==> src/rtl/id_ex_reg.sv <==
// ID/EX pipeline register: per-cycle HOLD (memory stall), BUBBLE (hazard/flush)
// or LOAD, plus a saturating count of inserted bubbles.
module id_ex_reg #(
  parameter int unsigned CNT_W = 16
) (
  input  logic             clk_i,
  input  logic             rst_i,
  input  logic             NoOp_i,
  input  logic             Flush_i,
  input  logic             MemStall_i,
  input  logic             RegWrite_i,
  input  logic             MemtoReg_i,
  input  logic             MemRead_i,
  input  logic             MemWrite_i,
  input  logic             ALUSrc_i,
  input  logic [1:0]       ALUOp_i,
  input  logic [31:0]      RS1data_i,
  input  logic [31:0]      RS2data_i,
  input  logic [31:0]      Imm_i,
  input  logic [31:0]      PC_i,
  input  logic [9:0]       funct_i,
  input  logic [4:0]       Rs1_i,
  input  logic [4:0]       Rs2_i,
  input  logic [4:0]       Rd_i,
  output logic             RegWrite_o,
  output logic             MemtoReg_o,
  output logic             MemRead_o,
  output logic             MemWrite_o,
  output logic             ALUSrc_o,
  output logic [1:0]       ALUOp_o,
  output logic [31:0]      RS1data_o,
  output logic [31:0]      RS2data_o,
  output logic [31:0]      Imm_o,
  output logic [31:0]      PC_o,
  output logic [9:0]       funct_o,
  output logic [4:0]       Rs1_o,
  output logic [4:0]       Rs2_o,
  output logic [4:0]       Rd_o,
  output logic             Valid_o,
  output logic [CNT_W-1:0] BubbleCnt_o
);

  typedef enum logic [1:0] {
    ACT_LOAD   = 2'd0,
    ACT_BUBBLE = 2'd1,
    ACT_HOLD   = 2'd2
  } action_e;

  action_e action;

  logic             regwrite_q, regwrite_d;
  logic             memtoreg_q, memtoreg_d;
  logic             memread_q,  memread_d;
  logic             memwrite_q, memwrite_d;
  logic             alusrc_q,   alusrc_d;
  logic [1:0]       aluop_q,    aluop_d;
  logic [31:0]      rs1data_q,  rs1data_d;
  logic [31:0]      rs2data_q,  rs2data_d;
  logic [31:0]      imm_q,      imm_d;
  logic [31:0]      pc_q,       pc_d;
  logic [9:0]       funct_q,    funct_d;
  logic [4:0]       rs1_q,      rs1_d;
  logic [4:0]       rs2_q,      rs2_d;
  logic [4:0]       rd_q,       rd_d;
  logic             valid_q,    valid_d;
  logic [CNT_W-1:0] cnt_q,      cnt_d;

  // Stall dominates; a simultaneous NoOp and Flush is still one bubble.
  always_comb begin
    if (MemStall_i)
      action = ACT_HOLD;
    else if (NoOp_i || Flush_i)
      action = ACT_BUBBLE;
    else
      action = ACT_LOAD;
  end

  always_comb begin
    regwrite_d = regwrite_q;
    memtoreg_d = memtoreg_q;
    memread_d  = memread_q;
    memwrite_d = memwrite_q;
    alusrc_d   = alusrc_q;
    aluop_d    = aluop_q;
    rs1data_d  = rs1data_q;
    rs2data_d  = rs2data_q;
    imm_d      = imm_q;
    pc_d       = pc_q;
    funct_d    = funct_q;
    rs1_d      = rs1_q;
    rs2_d      = rs2_q;
    rd_d       = rd_q;
    valid_d    = valid_q;
    cnt_d      = cnt_q;

    // Data fields travel on both LOAD and BUBBLE; only controls are squashed.
    if (action != ACT_HOLD) begin
      rs1data_d = RS1data_i;
      rs2data_d = RS2data_i;
      imm_d     = Imm_i;
      pc_d      = PC_i;
      funct_d   = funct_i;
      rs1_d     = Rs1_i;
      rs2_d     = Rs2_i;
    end

    case (action)
      ACT_LOAD: begin
        regwrite_d = RegWrite_i;
        memtoreg_d = MemtoReg_i;
        memread_d  = MemRead_i;
        memwrite_d = MemWrite_i;
        alusrc_d   = ALUSrc_i;
        aluop_d    = ALUOp_i;
        rd_d       = Rd_i;
        valid_d    = 1'b1;
      end
      ACT_BUBBLE: begin
        regwrite_d = 1'b0;
        memtoreg_d = 1'b0;
        memread_d  = 1'b0;
        memwrite_d = 1'b0;
        alusrc_d   = 1'b0;
        aluop_d    = '0;
        rd_d       = '0;
        valid_d    = 1'b0;
        cnt_d      = (cnt_q == '1) ? cnt_q : cnt_q + CNT_W'(1);
      end
      default: ;
    endcase
  end

  always_ff @(posedge clk_i or negedge rst_i) begin
    if (!rst_i) begin
      regwrite_q <= 1'b0;
      memtoreg_q <= 1'b0;
      memread_q  <= 1'b0;
      memwrite_q <= 1'b0;
      alusrc_q   <= 1'b0;
      aluop_q    <= '0;
      rs1data_q  <= '0;
      rs2data_q  <= '0;
      imm_q      <= '0;
      pc_q       <= '0;
      funct_q    <= '0;
      rs1_q      <= '0;
      rs2_q      <= '0;
      rd_q       <= '0;
      valid_q    <= 1'b0;
      cnt_q      <= '0;
    end else begin
      regwrite_q <= regwrite_d;
      memtoreg_q <= memtoreg_d;
      memread_q  <= memread_d;
      memwrite_q <= memwrite_d;
      alusrc_q   <= alusrc_d;
      aluop_q    <= aluop_d;
      rs1data_q  <= rs1data_d;
      rs2data_q  <= rs2data_d;
      imm_q      <= imm_d;
      pc_q       <= pc_d;
      funct_q    <= funct_d;
      rs1_q      <= rs1_d;
      rs2_q      <= rs2_d;
      rd_q       <= rd_d;
      valid_q    <= valid_d;
      cnt_q      <= cnt_d;
    end
  end

  assign RegWrite_o  = regwrite_q;
  assign MemtoReg_o  = memtoreg_q;
  assign MemRead_o   = memread_q;
  assign MemWrite_o  = memwrite_q;
  assign ALUSrc_o    = alusrc_q;
  assign ALUOp_o     = aluop_q;
  assign RS1data_o   = rs1data_q;
  assign RS2data_o   = rs2data_q;
  assign Imm_o       = imm_q;
  assign PC_o        = pc_q;
  assign funct_o     = funct_q;
  assign Rs1_o       = rs1_q;
  assign Rs2_o       = rs2_q;
  assign Rd_o        = rd_q;
  assign Valid_o     = valid_q;
  assign BubbleCnt_o = cnt_q;

endmodule

==> config.mk <==
export PLATFORM = sky130hd
export DESIGN_NAME = id_ex_reg
export DESIGN_NICKNAME = d
export VERILOG_FILES = /design/src/rtl/id_ex_reg.sv
export SDC_FILE = /design/constraint.sdc
export NUM_CORES = 1
export LEC_CHECK = 0
export ABC_AREA = 1
export CAP_MARGIN = 20
export CORE_ASPECT_RATIO = 0.6
export CORE_UTILIZATION = 41
export DETAILED_ROUTE_END_ITERATION = 8
export PLACE_DENSITY = 0.82
export SETUP_SLACK_MARGIN = 0.02
export SKIP_CTS_REPAIR_TIMING = 1
export SLEW_MARGIN = 5
export SYNTH_ARGS = -nofsm -noshare
export SYNTH_HDL_FRONTEND = slang
export SYNTH_SLANG_ARGS = --single-unit
==> constraint.sdc <==
create_clock -name clk_i -period 1.9 [get_ports clk_i]
set_clock_uncertainty 0.05 [all_clocks]
set_input_delay 0.38 -clock clk_i [delete_from_list [all_inputs] [get_ports clk_i]]
set_output_delay 0.38 -clock clk_i [all_outputs]
set_load 0.01 [all_outputs]
==> results of run 1 <==
-- power groups by stage --
stage | clock network [mW] | logic (mW) | registers [mW]
global route | 3.60 | 2.21 | 4.38
finish | 3.37 | 2.02 | 4.33
CTS | 3.44 | 2.05 | 4.33
detailed placement | 0 | 2.04 | 4.40
floorplan | 0 | 0.491 | 4.57
global placement | 0 | 2.01 | 4.38
-- cells by family (layout without fill, tap and decap cells) --
group	after synthesis	after routing	synth area share, %
AND/OR/NAND/NOR	581	581	32.16
flip-flops	177	177	62.97
buffers and inverters	53	414	3.237
AO/OA/AOI/OAI	8	8	0.8359
XOR/XNOR	5	5	0.6225
adder cells (fa/ha/maj)	1	1	0.1778
-- final cells by class --
class	count	area (um2)	area share [%]
repair buffers	367	3705	32.41
clock inverters	12	112.6	0.9851
clock buffers	20	456.7	3.995
multi-input cells	595	2380	20.82
inverters	15	58.81	0.5144
well taps	228	285.3	2.496
flip-flops and latches	177	4433	38.78
-- path summary, 6_finish.rpt --
path | startpoint | endpoint | slack [ns] | depth (start not counted)
max in group asynchronous | rst_i | Imm_o[27] | 0.82 | 3
setup reg to reg | BubbleCnt_o[0] | BubbleCnt_o[9] | 0.18 | 8
setup / recovery | BubbleCnt_o[11] | BubbleCnt_o[11] | 0.09 | 1
hold reg to reg | PC_o[8] | PC_o[8] | 0.43 | 2
min in group clk_i | PC_o[8] | PC_o[8] | 0.43 | 2
hold / removal | rst_i | RS2data_o[5] | 0.42 | 2
-- worst reg2reg max path: cells and delay by family (launching register included) --
kind | cells | cell delay, ns
simple gates | 5 | 0.82
flops | 1 | 0.39
fa+ha+maj | 1 | 0.22
buf+inv | 1 | 0.09
compound gates | 1 | 0.09
-- per-stage QoR --
step | setup TNS (ns) | std cells | area (um2)
floorplan | 0 | 825 | 7034
global placement | -1.080 | 1380 | 10810
detailed placement | -1.701 | 1380 | 10810
CTS | -0.7298 | 1412 | 11370
global route | 0 | 1414 | 11430
finish | 0 | 1414 | 11430
-- flip-flops by register name, summed over array words and instances, names as in the netlist --
register,count
Imm_o,32
PC_o,32
RS1data_o,32
RS2data_o,32
BubbleCnt_o,16
funct_o,10
Rd_o,5
Rs1_o,5
Rs2_o,5
ALUOp_o,2
ALUSrc_o,1
MemRead_o,1
MemWrite_o,1
MemtoReg_o,1
RegWrite_o,1
Valid_o,1
-- metal layers --
layer	track usage (%)	wire length (um)	vias to the layer above
met2	39.15	9722	222
met1	29.62	8896	3017
li1	-	-	3198
met3	7.420	1792	27
met4	6.387	349	0
met5	0	0	-
-- placed cells by master, fill, tap and decap left out, types with 4 or more instances in the layout --
cell type and n:
buf_12 5, buf_4 21, clkbuf_16 17, clkdlybuf4s50_1 326, dfrtp_1 174, dlymetal6s2s_1 13, inv_1 13, inv_6 4
inv_8 4, nand2_1 526, nand2_2 5, nand3_1 21, nand4_1 5, nor2_1 17, o21ai_2 5, xnor2_1 5
==> results.toml, run 1 <==
[layout]
nFillCells = 1264
syn_to_final_growth_pct = 62.50
antenna_cells = 0
fin_util_pct = 69.34
drive_gt1_share_pct = 6.577
fin_nets = 1339

[timing]
drv_slew = 0
timing.slew.headroom_pct = 48.03
max_freq_mhz = 553.0
hold_violations = 0
period_share_pct = 95.17
whs_ns = 0.4182
rsz0062_at_grt = "false"
setup_viol = 0
worst_slack_ns = 0.09179
final.min_clock_period_ns = 1.808
worst_slew_pin_slew_ns = 0.7795

[logic_synthesis]
yosysTopAreaCellShare_pct = 62.97
ys_warn_count = 0
ys_types = 20
yosys_register_bits = 177
synthFlopType = "dfrtp_1"
synthMostInstantiatedCell = "nand2_1"
async_reset_ff_share_pct = 100.0
synth_edf_count = 0
synth_top_area_cell = "dfrtp_1"
synth_common_cells = "526 x nand2_1, 177 x dfrtp_1, 25 x clkbuf_1"
syn_nets = 991
synthCells = 825
syn-cell-area_mm2 = 0.007034
ys_seq_area_share_pct = 62.97
synth_area_per_cell_um2 = 8.526
synthTopCellsByArea = "dfrtp_1 63%, nand2_1 28%, nand3_1 1.5%, clkbuf_1 1.3%, nor2_1 0.96%"

[power_and_ir_drop]
cellPowerDensity_mw_per_mm2 = 850.7
netSwitchingFraction_pct = 27.44
p_total_mw = 9.724
p_comb_share_pct = 20.8
p_leak_nw = 5.792
intPower_mw = 7.055
peakVddDrop_mv = 0.4914
clkPwrFrac_pct = 34.6
seq_power_share_pct = 44.6
p_sw_mw = 2.669

[flow_run]
maxCapViolCount = 0

[routing]
drcViolationCount = 0
vias_per_cell = 4.571
drtPass1Iterations = 4
drt-initial-drc-count = 307
wl_um = 20760
num_vias = 6464
wl_per_cell_um = 14.68
ant_nets = 0

[global_route]
grt-ovfl-total = 0
grtUsageTotal_pct = 23.40
grt_pass1_vias = 6266
antenna_found_initial = 0
grt_pass1_wl_um = 32110
grt_start_max_net_pins = 162

[clock_tree]
cts.sinks = 177
cts_made_buffers = 17
clockRootBuffer = "clkbuf_16"
cts_tree = "yes"
clkTransAtPathRegs_ns = 0.07
clock_path_buffers = 2
insertion_delay_ns = 0.41
cts-htree-levels = 4

[die]
fp.dieArea_mm2 = 0.01770
core_mm2 = 0.01649
initial_core_util_pct = 42.67
rows = 36
die_x_um = 171.1
die_h_um = 103.5
ioPinCount = 342

[worst_setup_path]
worst_setup_path_start_kind = "register"
cp_max_fo = 5
required_ns = 1.47
critical_path_class = "register to primary output"
endpoint_kind = "primary output"
cp_slowest_cell = "clkdlybuf4s50_1"
max_stage_delay_ns = 0.56
crit_path_cell_trace = "clkdlybuf4s50_1"
worstPathArrival_ns = 1.38
critPathTopFamily = "buffers and inverters"
path_buf_inv = 1

[place]
portBuffers = 341
gp_congestion = 0.8637
dp_hpwl_um = 14920
pre_cts_ws_ns = -0.2009

[status]
status = "finished, final reports clean"

[min_path]
hp-class = "input pin to asynchronous set/reset pin"
No activity file was read; power rests on OpenSTA's default activity.
==> run 2, diff against run 1 <==
--- a/config.mk
+++ b/config.mk
@@ -10,6 +10,7 @@
 export CORE_ASPECT_RATIO = 0.6
 export CORE_UTILIZATION = 41
 export DETAILED_ROUTE_END_ITERATION = 8
+export MAX_ROUTING_LAYER = met4
 export PLACE_DENSITY = 0.82
 export SETUP_SLACK_MARGIN = 0.02
 export SKIP_CTS_REPAIR_TIMING = 1
==> run 2 against run 1 <==
- total power barely moved
- largest power group unchanged
- critical endpoint unchanged
- die area unchanged
- global-route usage is 0.74 points higher
- combinational power barely moved
- critical path type unchanged
- non-clock buffer count stayed put
- final cell count did not move
- fmax shrank 0.15%
==> results.toml, run 2 (synthesis results as in run 1) <==
[global_route]
grt_util_met2_pct = 38.96
antenna_found_initial = 0
grt-busiest-layer = "met2"
grt_use_met1_pct = 30.24
grt-ovfl-total = 0
grt_pass1_vias = 6285
grt_pass1_wl_um = 32020
grt_start_max_net_pins = 162
met3_usage_pct = 6.583
grtUsageTotal_pct = 24.13

[timing]
worst_slew_pin_slew_ns = 0.7640
setup_viol = 0
final.min_clock_period_ns = 1.811
timing.slew.headroom_pct = 49.06
max_freq_mhz = 552.2
rsz0062_at_grt = "false"
drv_slew = 0
worst_slack_ns = 0.08915
hold_violations = 0
whs_ns = 0.4188
period_share_pct = 95.31
tns_ns = 0

[power_and_ir_drop]
p_total_mw = 9.725
peakVddDrop_mv = 0.4891
p_leak_nw = 5.792
cellPowerDensity_mw_per_mm2 = 850.8

[status]
status = "finished, final reports clean"

[die]
fp.dieArea_mm2 = 0.01770
initial_core_util_pct = 42.67
rows = 36
die_x_um = 171.1
ioPinCount = 342
core_mm2 = 0.01649
die_h_um = 103.5

[worst_setup_path]
critical_path_class = "register to primary output"
cp_max_fo = 5
cp-endpoint = "BubbleCnt_o[11]"
cp_num_cells = 1
r2r_slack_ns = 0.20
critPathTopFamily = "buffers and inverters"
r2r_end = "BubbleCnt_o[9]"
max_stage_delay_ns = 0.56
critPathLaunch = "BubbleCnt_o[11]"
path_buf_inv = 1
worstPathArrival_ns = 1.38
r2r_cells = 8
r2r_start = "BubbleCnt_o[0]"
cp_slowest_cell = "clkdlybuf4s50_1"
endpoint_kind = "primary output"
worst_setup_path_start_kind = "register"
required_ns = 1.47
crit_path_cell_trace = "clkdlybuf4s50_1"

[routing]
num_vias = 6468
ant_nets = 0
drt-initial-drc-count = 347
drtPass1Iterations = 4
wl_per_cell_um = 14.75
wl_um = 20850
vias_per_cell = 4.574
drcViolationCount = 0

[layout]
syn_to_final_growth_pct = 62.50
drive_gt1_share_pct = 6.577
instances_no_fill = 1414
fin_nets = 1339
final_cell_mix = "526 x nand2_1, 326 x clkdlybuf4s50_1, 174 x dfrtp_1, 21 x nand3_1, 21 x buf_4"
mostFrequentLayoutCell = "nand2_1"
antenna_cells = 0

[clock_tree]
insertion_delay_ns = 0.41
cts_made_buffers = 17
clkTransAtPathRegs_ns = 0.07
cts-htree-levels = 4
cts.sinks = 177
clock_path_buffers = 2
cts_tree = "yes"
clockRootBuffer = "clkbuf_16"

[place]
portBuffers = 341
dpl.cell_count = 1380
pre_cts_ws_ns = -0.2009
dp_hpwl_um = 14920
gp_congestion = 0.8776

[min_path]
hp-class = "input pin to asynchronous set/reset pin"

[flow_run]
maxCapViolCount = 0
-- run 2: final cells by class --
cell class	count	area, um2
well taps	228	285.3
inverters	15	58.81
repair buffers	367	3705
fillers	1264	5055
clock buffers	20	456.7
flip-flops and latches	177	4433
multi-input cells	595	2380
clock inverters	12	112.6
-- run 2: layer usage --
layer	wire length [um]	part of all wire, %
met1	9148	44
met2	9756	47
met5	0	0
met3	1615	7.7
met4	334	1.6
-- run 2: worst min path at each step --
| stage | endpoint | slack [ns] | start |
|---|---|---|---|
| finish | RS2data_o[5] | 0.42 | rst_i |
| global route | RS2data_o[31] | 0.43 | RS2data_i[31] |
| CTS | RS2data_o[5] | -0.15 | rst_i |
| detailed placement | RS2data_o[5] | 0.29 | rst_i |
| global placement | RS2data_o[5] | 0.29 | rst_i |
| floorplan | ALUOp_o[0] | 0.03 | rst_i |
-- run 2: where the power goes --
| group | internal [mW] | leakage [nW] | switching [mW] | total, mW |
|---|---|---|---|---|
| Sequential | 4.12 | 2.19 | 0.220 | 4.34 |
| Combinational | 1.13 | 3.33 | 0.890 | 2.02 |
| Clock | 1.81 | 0.276 | 1.56 | 3.37 |
-- run 2: stage by stage --
step | utilization, % | instance area (um2)
after floorplan | - | 7034
after global placement | 65.54 | 10810
after detailed placement | 65.54 | 10810
after CTS | 69.00 | 11370
after global routing | 69.34 | 11430
final | 69.34 | 11430
